### src/rtl/shift_right_seq.sv
// Iterative right shifter: one bit per clock, logical or arithmetic, Done pulse on completion.
// Latency Shamt+1 edges from the Start edge; Start is ignored while Busy (no abort except reset).
module shift_right_seq #(
  parameter int WIDTH = 8,
  parameter int CNTW  = 3
) (
  input  logic             Clk,
  input  logic             Rst_n,
  input  logic             Start,
  input  logic [WIDTH-1:0] Source,
  input  logic [CNTW-1:0]  Shamt,
  input  logic             Arith,
  output logic [WIDTH-1:0] Result,
  output logic             CarryOut,
  output logic             Busy,
  output logic             Done
);

  typedef enum logic [1:0] {
    S_IDLE  = 2'd0,
    S_SHIFT = 2'd1,
    S_DONE  = 2'd2
  } state_t;

  state_t           r_state;
  state_t           w_next;
  logic [CNTW-1:0]  r_cnt;
  logic             r_arith;
  logic [WIDTH-1:0] r_result;
  logic             r_carry;
  logic             w_accept;
  logic             w_fill;

  // A new operation can only be taken when not mid-shift; DONE accepts for back-to-back use.
  assign w_accept = Start && ((r_state == S_IDLE) || (r_state == S_DONE));
  assign w_fill   = r_arith & r_result[WIDTH-1];

  always_ff @(posedge Clk or negedge Rst_n) begin
    if (!Rst_n) begin
      r_state <= S_IDLE;
    end else begin
      r_state <= w_next;
    end
  end

  always_comb begin
    w_next = S_IDLE;
    case (r_state)
      S_IDLE, S_DONE: begin
        if (Start) begin
          w_next = (Shamt != '0) ? S_SHIFT : S_DONE;
        end else begin
          w_next = S_IDLE;
        end
      end
      S_SHIFT: begin
        w_next = (r_cnt == CNTW'(1)) ? S_DONE : S_SHIFT;
      end
      default: w_next = S_IDLE;
    endcase
  end

  always_comb begin
    Busy = 1'b0;
    Done = 1'b0;
    case (r_state)
      S_SHIFT: Busy = 1'b1;
      S_DONE:  Done = 1'b1;
      default: begin
        Busy = 1'b0;
        Done = 1'b0;
      end
    endcase
  end

  always_ff @(posedge Clk or negedge Rst_n) begin
    if (!Rst_n) begin
      r_result <= '0;
      r_carry  <= 1'b0;
      r_cnt    <= '0;
      r_arith  <= 1'b0;
    end else if (w_accept) begin
      r_result <= Source;
      r_cnt    <= Shamt;
      r_arith  <= Arith;
      r_carry  <= 1'b0;
    end else if (r_state == S_SHIFT) begin
      r_carry  <= r_result[0];
      r_result <= {w_fill, r_result[WIDTH-1:1]};
      r_cnt    <= r_cnt - CNTW'(1);
    end
  end

  assign Result   = r_result;
  assign CarryOut = r_carry;

endmodule

### config.mk
export PLATFORM = sky130hd
export DESIGN_NAME = shift_right_seq
export DESIGN_NICKNAME = d
export VERILOG_FILES = /design/src/rtl/shift_right_seq.sv
export SDC_FILE = /design/constraint.sdc
export NUM_CORES = 1
export LEC_CHECK = 0
export ABC_CLOCK_PERIOD_IN_PS = 2200
export CAP_MARGIN = 25
export CORE_MARGIN = 2
export CORE_UTILIZATION = 45
export DETAILED_ROUTE_END_ITERATION = 12
export GPL_TIMING_DRIVEN = 1
export HOLD_SLACK_MARGIN = 0.1
export PLACE_DENSITY_LB_ADDON = 0.05
export SKIP_CTS_REPAIR_TIMING = 1
export SLEW_MARGIN = 20
export SYNTH_ARGS = -nofsm -noshare
export SYNTH_HDL_FRONTEND = slang
export SYNTH_SLANG_ARGS = --single-unit
### constraint.sdc
create_clock -name Clk -period 2.2 [get_ports Clk]
set_input_delay 0.22 -clock Clk [delete_from_list [all_inputs] [get_ports Clk]]
set_output_delay 0.22 -clock Clk [all_outputs]
set_load 0.005 [all_outputs]
== Word-level counts from Yosys, hierarchy flattened ==
Index checks and enable logic that the tools add are counted.

* Logic and storage cells: 28
* Bits in registers: 15
* Input port bits: 15
* Output and inout port bits: 11

* Multiplexer cells: 12
* $add $sub $neg: 1
* Eq/ne operators: 3
* Bitwise logic cells: 1
* Reduce and logical (&&, ||, !) cells: 6

{| class="wikitable"
|+ Operators with widths
! cell !! count
|-
| 8-bit 2-to-1 mux || 2
|-
| 2-bit 2-to-1 mux || 3
|-
| 3-bit 2-to-1 mux || 2
|-
| 1-bit 2-to-1 mux || 4
|-
| 2-bit one-hot mux with 2 select lines || 1
|-
| 3-bit by 1-bit == test with 1-bit output (second input constant) || 1
|-
| 3-bit nonzero test || 1
|-
| 3-bit by 1-bit subtractor with 3-bit output (second input constant) || 1
|-
| 2-bit by 1-bit == test with 1-bit output (second input constant) || 1
|-
| 2-bit == test (second input constant) || 1
|-
| 2-bit logical NOT || 1
|-
| 2-bit nonzero test || 1
|-
| 2-bit OR reduction || 1
|-
| 1-bit bitwise AND || 1
|-
| 1-bit logical AND || 1
|-
| 1-bit logical OR || 1
|}

== Depth between registers and ports, before layout ==
Gate-level depths: netlist of run 1.

* Word-level depth: 4
* Depth in mapped cells: 5
* Gate-level depth less buffers: 5

== Worst setup path before layout of run 1 ==
OpenSTA, ideal clock, no wires.

* Path type: register -> register
* Start: reg r_state[0]
* End: reg r_cnt[1]
* Cell stages (with the launch flop): 5
* Required time: 2074 ps
* Clock period less this slack: 1055 ps
* Library setup time: 126 ps
* Arrival time: 929 ps
* Path buffers: 1
* Slack: 1145 ps
* Cells stage by stage: dfrtp_1 > nand2b_1 > buf_4 > nor2_1 > a221o_1

* Word-level cells in the longest chain between the ends: 4
* Elaborated cells between the ends (all ways): 7
* Those cells by class: eq/ne (2); mux (1); reduce/logical (4)

{| class="wikitable"
|+ RTL lines
! item !! RTL line !! text
|-
| from (decl) || 25 || <nowiki>state_t r_state;</nowiki>
|-
| from (signal assigned) || 42 || <nowiki>r_state <= w_next;</nowiki>
|-
| 2-bit == test / 2-bit logical NOT (equally long branches) || 35 || <nowiki>assign w_accept = Start && ((r_state == S_IDLE) || (r_state == S_DONE));</nowiki>
|-
| 1-bit logical OR || 35 ||
|-
| 1-bit logical AND || 35 ||
|-
| 3-bit 2-to-1 mux / 2-bit nonzero test (equally long branches) || n/a ||
|-
| to (signal assigned) || 84 || <nowiki>r_cnt <= Shamt;</nowiki>
|-
| to (signal assigned) || 90 || <nowiki>r_cnt <= r_cnt - CNTW'(1);</nowiki>
|-
| to (decl) || 27 || <nowiki>logic [CNTW-1:0] r_cnt;</nowiki>
|}

Parallel ways exist; a longest one is shown, timed or not.
A chain may end at the register's enable or synchronous reset.

== Worst setup path after layout of run 1 ==
* Start: reg r_state[1]
* End: out Busy

* Word-level cells in the longest chain between the ends: 2

{| class="wikitable"
|+ RTL lines
! item !! RTL line !! text
|-
| 2-bit by 1-bit == test with 1-bit output || 66 || <nowiki>case (r_state)</nowiki>
|-
| 1-bit 2-to-1 mux || 66 ||
|-
| to (decl) || 15 || <nowiki>output logic Busy,</nowiki>
|}

No other way between the ends.

==> flow_metrics.tcl, run 1 <==
set metrics [dict create \
    status "complete, no violations" \
    synthFlopType "dfrtp_1" \
    grt_pass1_wl_mm 2.50 \
    numPortBuffers 25 \
    cp.arrival_ns 1.60 \
    syn-mean-instance-area_um2 10.3 \
    ys_ff_latch 15 \
    rsz0062_at_grt "no" \
    hold_class "primary input to async pin" \
    worstPathRequired_ns 1.98 \
    min_period_ns 1.82 \
    path_buf_inv 2 \
    drtIter0Drc 32 \
    drc_errors 0 \
    worst_ir_drop_vdd_mv 0.684 \
    core_um2 1490 \
    fin_worst_skew_ns 0.00151 \
    start_util_pct 47.1 \
    grt_use_total_pct 18.0 \
    h-tree-depth 1 \
    fill_cells 137 \
    synthesis.nets 85 \
    min_period_over_period_pct 82.6 \
    grt_antenna_before_repair 0 \
    setup-violations-final 0 \
    tightest_slew_ns 0.674 \
    final_common_cell "clkdlybuf4s50_1" \
    clk_latency_ns 0.28 \
    multi_input_area_um2 287 \
    totalWireLength_mm 1.53 \
    synth_cell_types 25 \
    drive_above_1_share_pct 7.45 \
    syn-cell-area_um2 702 \
    regArea_um2 375 \
    pin_count 26 \
    finalSetupTns_ns 0 \
    crit_type "flop to output pin" \
    tritoncts "built" \
    grt_overflow 0 \
    max_freq_mhz 550 \
    drv_slew 0 \
    setup_ws_ns 0.383 \
    cts_max_path_buffers 2 \
    area_growth_pct 39.2 \
    antenna_left 0 \
    crit_fanout 12 \
    maxSlewHeadroom_pct 54.9 \
    grt_pass1_vias 585 \
    cts_root_buf "clkbuf_4" \
    synthArstFlopShare_pct 100 \
    rows 14 \
    crit_path_top_delay_cell "clkdlybuf4s50_1" \
    grt_max_degree 16 \
    drtPass1Iterations 4 \
    clock-sinks 15 \
    synth.yosys.warnings 0 \
    die_w_um 43.5 \
    crit_family "buffers and inverters" \
    worst_path_largest_cell_delay_ns 0.55 \
    cp-end-kind "output pin" \
    finalPower_w 0.00134 \
    fp.dieArea_um2 1890 \
    synth_top_area_cell "dfrtp_1" \
    yosysTopAreaCellShare_pct 53.5 \
    synth_area_leaders "dfrtp_1, a22oi_1, nand2_1, nand3_1, ha_1" \
    vias_per_cell 5.64 \
    fin_nets 112 \
    die_h_um 43.5 \
    power_per_cell_area_nw_per_um2 1370 \
    clk_pin_slew_ns 0.09 \
    antenna_cells 0 \
    wl_per_cell_um 13.9 \
    vias 620 \
    maxCapViolCount 0 \
    synth_edf_count 0 \
    pre_cts_slack_ns 0.462 \
    worstPathCellList "nand2b_1 > inv_2 > clkdlybuf4s50_1" \
    start_kind "flop" \
    cellLeakagePower_nw 0.450 \
    synth-seq-area-share_pct 53.5 \
    finalHoldViolations 0 \
    hpwl_mm 1.08 \
    place_congestion 0.720 \
    mostFrequentLayoutCells "clkdlybuf4s50_1, dfrtp_1, nand2_1, nand3_1, a22oi_1" \
    numCtsBuffers 3 \
    synth_cells 68 \
]
==> final cells by class <==
cell class                 instances  area share (%)
clock buffer                       4            2.69
inverter                           3            1.15
multi-input combinational         46            29.3
sequential                        15            38.4
tap                               16            2.05
timing repair buffer              26            26.4
==> metrics by stage <==
stage                     hold slack [ns]  util, %  cell area [um2]  instances
after global routing                0.388     65.6              977        110
after CTS                           0.356     65.6              977        110
after floorplan                   -0.0756        -              702         68
after global placement              0.464     63.9              951        106
final                               0.342     65.6              977        110
after detailed placement            0.470     63.9              951        106
==> power by group <==
group	switching [W]	total [W]	internal [W]
logic	0.000308	0.000670	0.000362
clock network	0.0000872	0.000158	0.0000704
registers	0.000101	0.000512	0.000411
total	0.000495	0.00134	0.000844
==> per-layer routing <==
layer / vias to the layer above / global-route usage [%] / share of wire [%]
li1: 295 / - / -
met1: 299 / 22.1 / 45
met2: 26 / 29.9 / 48
met3: 0 / 3.75 / 6.4
met4: 0 / 9.09 / 0
met5: - / 0 / 0
==> flip-flops by register name, indices dropped and copies added (netlist names) <==
| name | count |
|---|---|
| Result | 8 |
| r_cnt | 3 |
| r_state | 2 |
| CarryOut | 1 |
| r_arith | 1 |
==> cell usage after synthesis (2+ instances only) <==
cell and n:
a22oi_1 7, o22ai_1 2, a22o_1 2, ha_1 2
dfrtp_1 15, inv_1 2, nand3_1 8, buf_2 2
nand2b_1 2, nand2_1 11
==> worst paths after layout <==
kind,start,endpoint,slack (ns),cells past startpoint
setup / recovery,r_state[1],Busy,0.38,3
hold / removal,Rst_n,r_cnt[2],0.34,1
setup reg to reg,r_state[0],r_cnt[1],0.77,3
hold reg to reg,r_arith,r_arith,0.49,2
max in group asynchronous,Rst_n,r_cnt[0],1.43,1
min in group Clk,Arith,r_arith,0.46,3
==> logic make-up after synthesis <==
logic type                 share of synthesized area, %
buffers and inverters                              5.70
adders and majority gates                          3.56
AOI/OAI and AO/OA                                  17.5
DFF                                                53.5
and+or+nand+nor                                    19.8
Power figures use the tool's default switching activity.
==> run 2, diff against run 1 <==
--- a/config.mk
+++ b/config.mk
@@ -5,10 +5,10 @@
 export SDC_FILE = /design/constraint.sdc
 export NUM_CORES = 1
 export LEC_CHECK = 0
-export ABC_CLOCK_PERIOD_IN_PS = 2200
+export ABC_CLOCK_PERIOD_IN_PS = 1700
 export CAP_MARGIN = 25
 export CORE_MARGIN = 2
-export CORE_UTILIZATION = 45
+export CORE_UTILIZATION = 42
 export DETAILED_ROUTE_END_ITERATION = 12
 export GPL_TIMING_DRIVEN = 1
 export HOLD_SLACK_MARGIN = 0.1
==> constraint.sdc (replaced) <==
create_clock -name Clk -period 1.7 [get_ports Clk]
set_input_delay 0.17 -clock Clk [delete_from_list [all_inputs] [get_ports Clk]]
set_output_delay 0.17 -clock Clk [all_outputs]
set_load 0.005 [all_outputs]
==> flow_metrics.tcl, run 2 (synthesis gave the netlist of run 1 again) <==
set metrics [dict create \
    wl_per_cell_um 14.5 \
    hold_class "primary input to async pin" \
    fp.dieArea_um2 2010 \
    maxCapViolCount 0 \
    pin_count 26 \
    clk_latency_ns 0.28 \
    h-tree-depth 1 \
    antenna_cells 0 \
    drive_above_1_share_pct 11.3 \
    grt_pass1_vias 649 \
    maxSlewHeadroom_pct 70.7 \
    drc_errors 0 \
    grt_use_total_pct 19.9 \
    largest_reg_flops 8 \
    worst_ir_drop_vdd_mv 0.883 \
    clk_pin_slew_ns 0.10 \
    clock-sinks 15 \
    min_period_ns 1.62 \
    crit_fanout 4 \
    rows 14 \
    crit_start "r_state[1]" \
    utilization_pct 65.1 \
    start_util_pct 45.5 \
    setup-violations-final 0 \
    grt_pass1_wl_mm 2.89 \
    drtIter0Drc 9 \
    worstPathRequired_ns 1.53 \
    fill_cells 139 \
    drv_slew 0 \
    tritoncts "built" \
    dpl-instance-area_um2 966 \
    place_congestion 0.730 \
    numCtsBuffers 3 \
    crit_type "flop to output pin" \
    area_growth_pct 43.0 \
    grt_overflow 0 \
    totalWireLength_mm 1.64 \
    fin_worst_skew_ns 0.00394 \
    crit_path_top_delay_cell "clkdlybuf4s50_1" \
    finalHoldViolations 0 \
    vias_per_cell 5.61 \
    min_period_over_period_pct 95.2 \
    die_h_um 44.9 \
    worstPathCellList "nand2b_1 > inv_4 > clkdlybuf4s50_1" \
    final_common_cell "clkdlybuf4s50_1" \
    status "complete, no violations" \
    core_um2 1540 \
    mostFrequentLayoutCells "clkdlybuf4s50_1, dfrtp_1, nand2_1, nand3_1, a22oi_1" \
    tightest_slew_ns 0.440 \
    finalSetupTns_ns 0 \
    grt_antenna_before_repair 0 \
    start_kind "flop" \
    max_freq_mhz 618 \
    cp-end-kind "output pin" \
    die_w_um 44.9 \
    cp.arrival_ns 1.45 \
    worst_path_largest_cell_delay_ns 0.49 \
    fin_area_um2 1000 \
    power_per_cell_area_nw_per_um2 1790 \
    numPortBuffers 25 \
    hpwl_mm 1.19 \
    grt_max_degree 16 \
    vias 634 \
    timing.rr.start "r_state[0]" \
    cellLeakagePower_nw 0.467 \
    drtPass1Iterations 4 \
    rsz0062_at_grt "no" \
    cts_max_path_buffers 2 \
    fin_nets 115 \
    antenna_left 0 \
    cts_root_buf "clkbuf_4" \
]
## run 2: area by class of cell
type	instances	area, um2	area share, %
Sequential cell	15	375	37.4
Multi-Input combinational cell	46	287	28.6
Timing Repair Buffer	29	280	27.9
Clock buffer	3	22.5	2.24
Tap cell	16	20.0	2.00
Inverter	3	13.8	1.37
Clock inverter	1	5.00	0.499
## run 2: final timing paths
check                             end  slack (ns)  cells after the start
max                              Busy        0.08                      3
min                        r_state[0]        0.19                      2
max reg2reg                 Result[7]        0.36                      5
min reg2reg                   r_arith        0.49                      2
max in group asynchronous   Result[3]        1.33                      2
min in group Clk              r_arith        0.40                      3
## run 2: worst max-delay path: cells and delay by family, from the launching register on
kind / cells / cell delay (ns)
flops: 1 / 0.40
buf+inv: 2 / 0.58
simple gates: 1 / 0.19
## run 2: power breakdown
part           leakage (nW)  internal (W)  switching, W
registers             0.185      0.000532      0.000134
logic                 0.265      0.000504      0.000422
clock network        0.0177     0.0000873      0.000120
## run 2: per-layer routing
layer | track usage, % | vias up | share of wire (%)
li1 | - | 303 | -
met1 | 24.7 | 307 | 43
met2 | 32.5 | 20 | 51
met3 | 4.00 | 4 | 4.3
met4 | 11.2 | 0 | 1.7
met5 | 0 | - | 0
## run 2: metrics by stage
stage               hold WS [ns]  total power (W)  cells  setup slack (ns)
CTS                        0.194          0.00179    112           -0.0805
finish                     0.192          0.00180    113            0.0814
floorplan                 -0.126          0.00118     68             0.645
global placement           0.475          0.00154    108             0.209
global route               0.201          0.00196    113           0.00142
detailed placement         0.472          0.00157    108             0.151
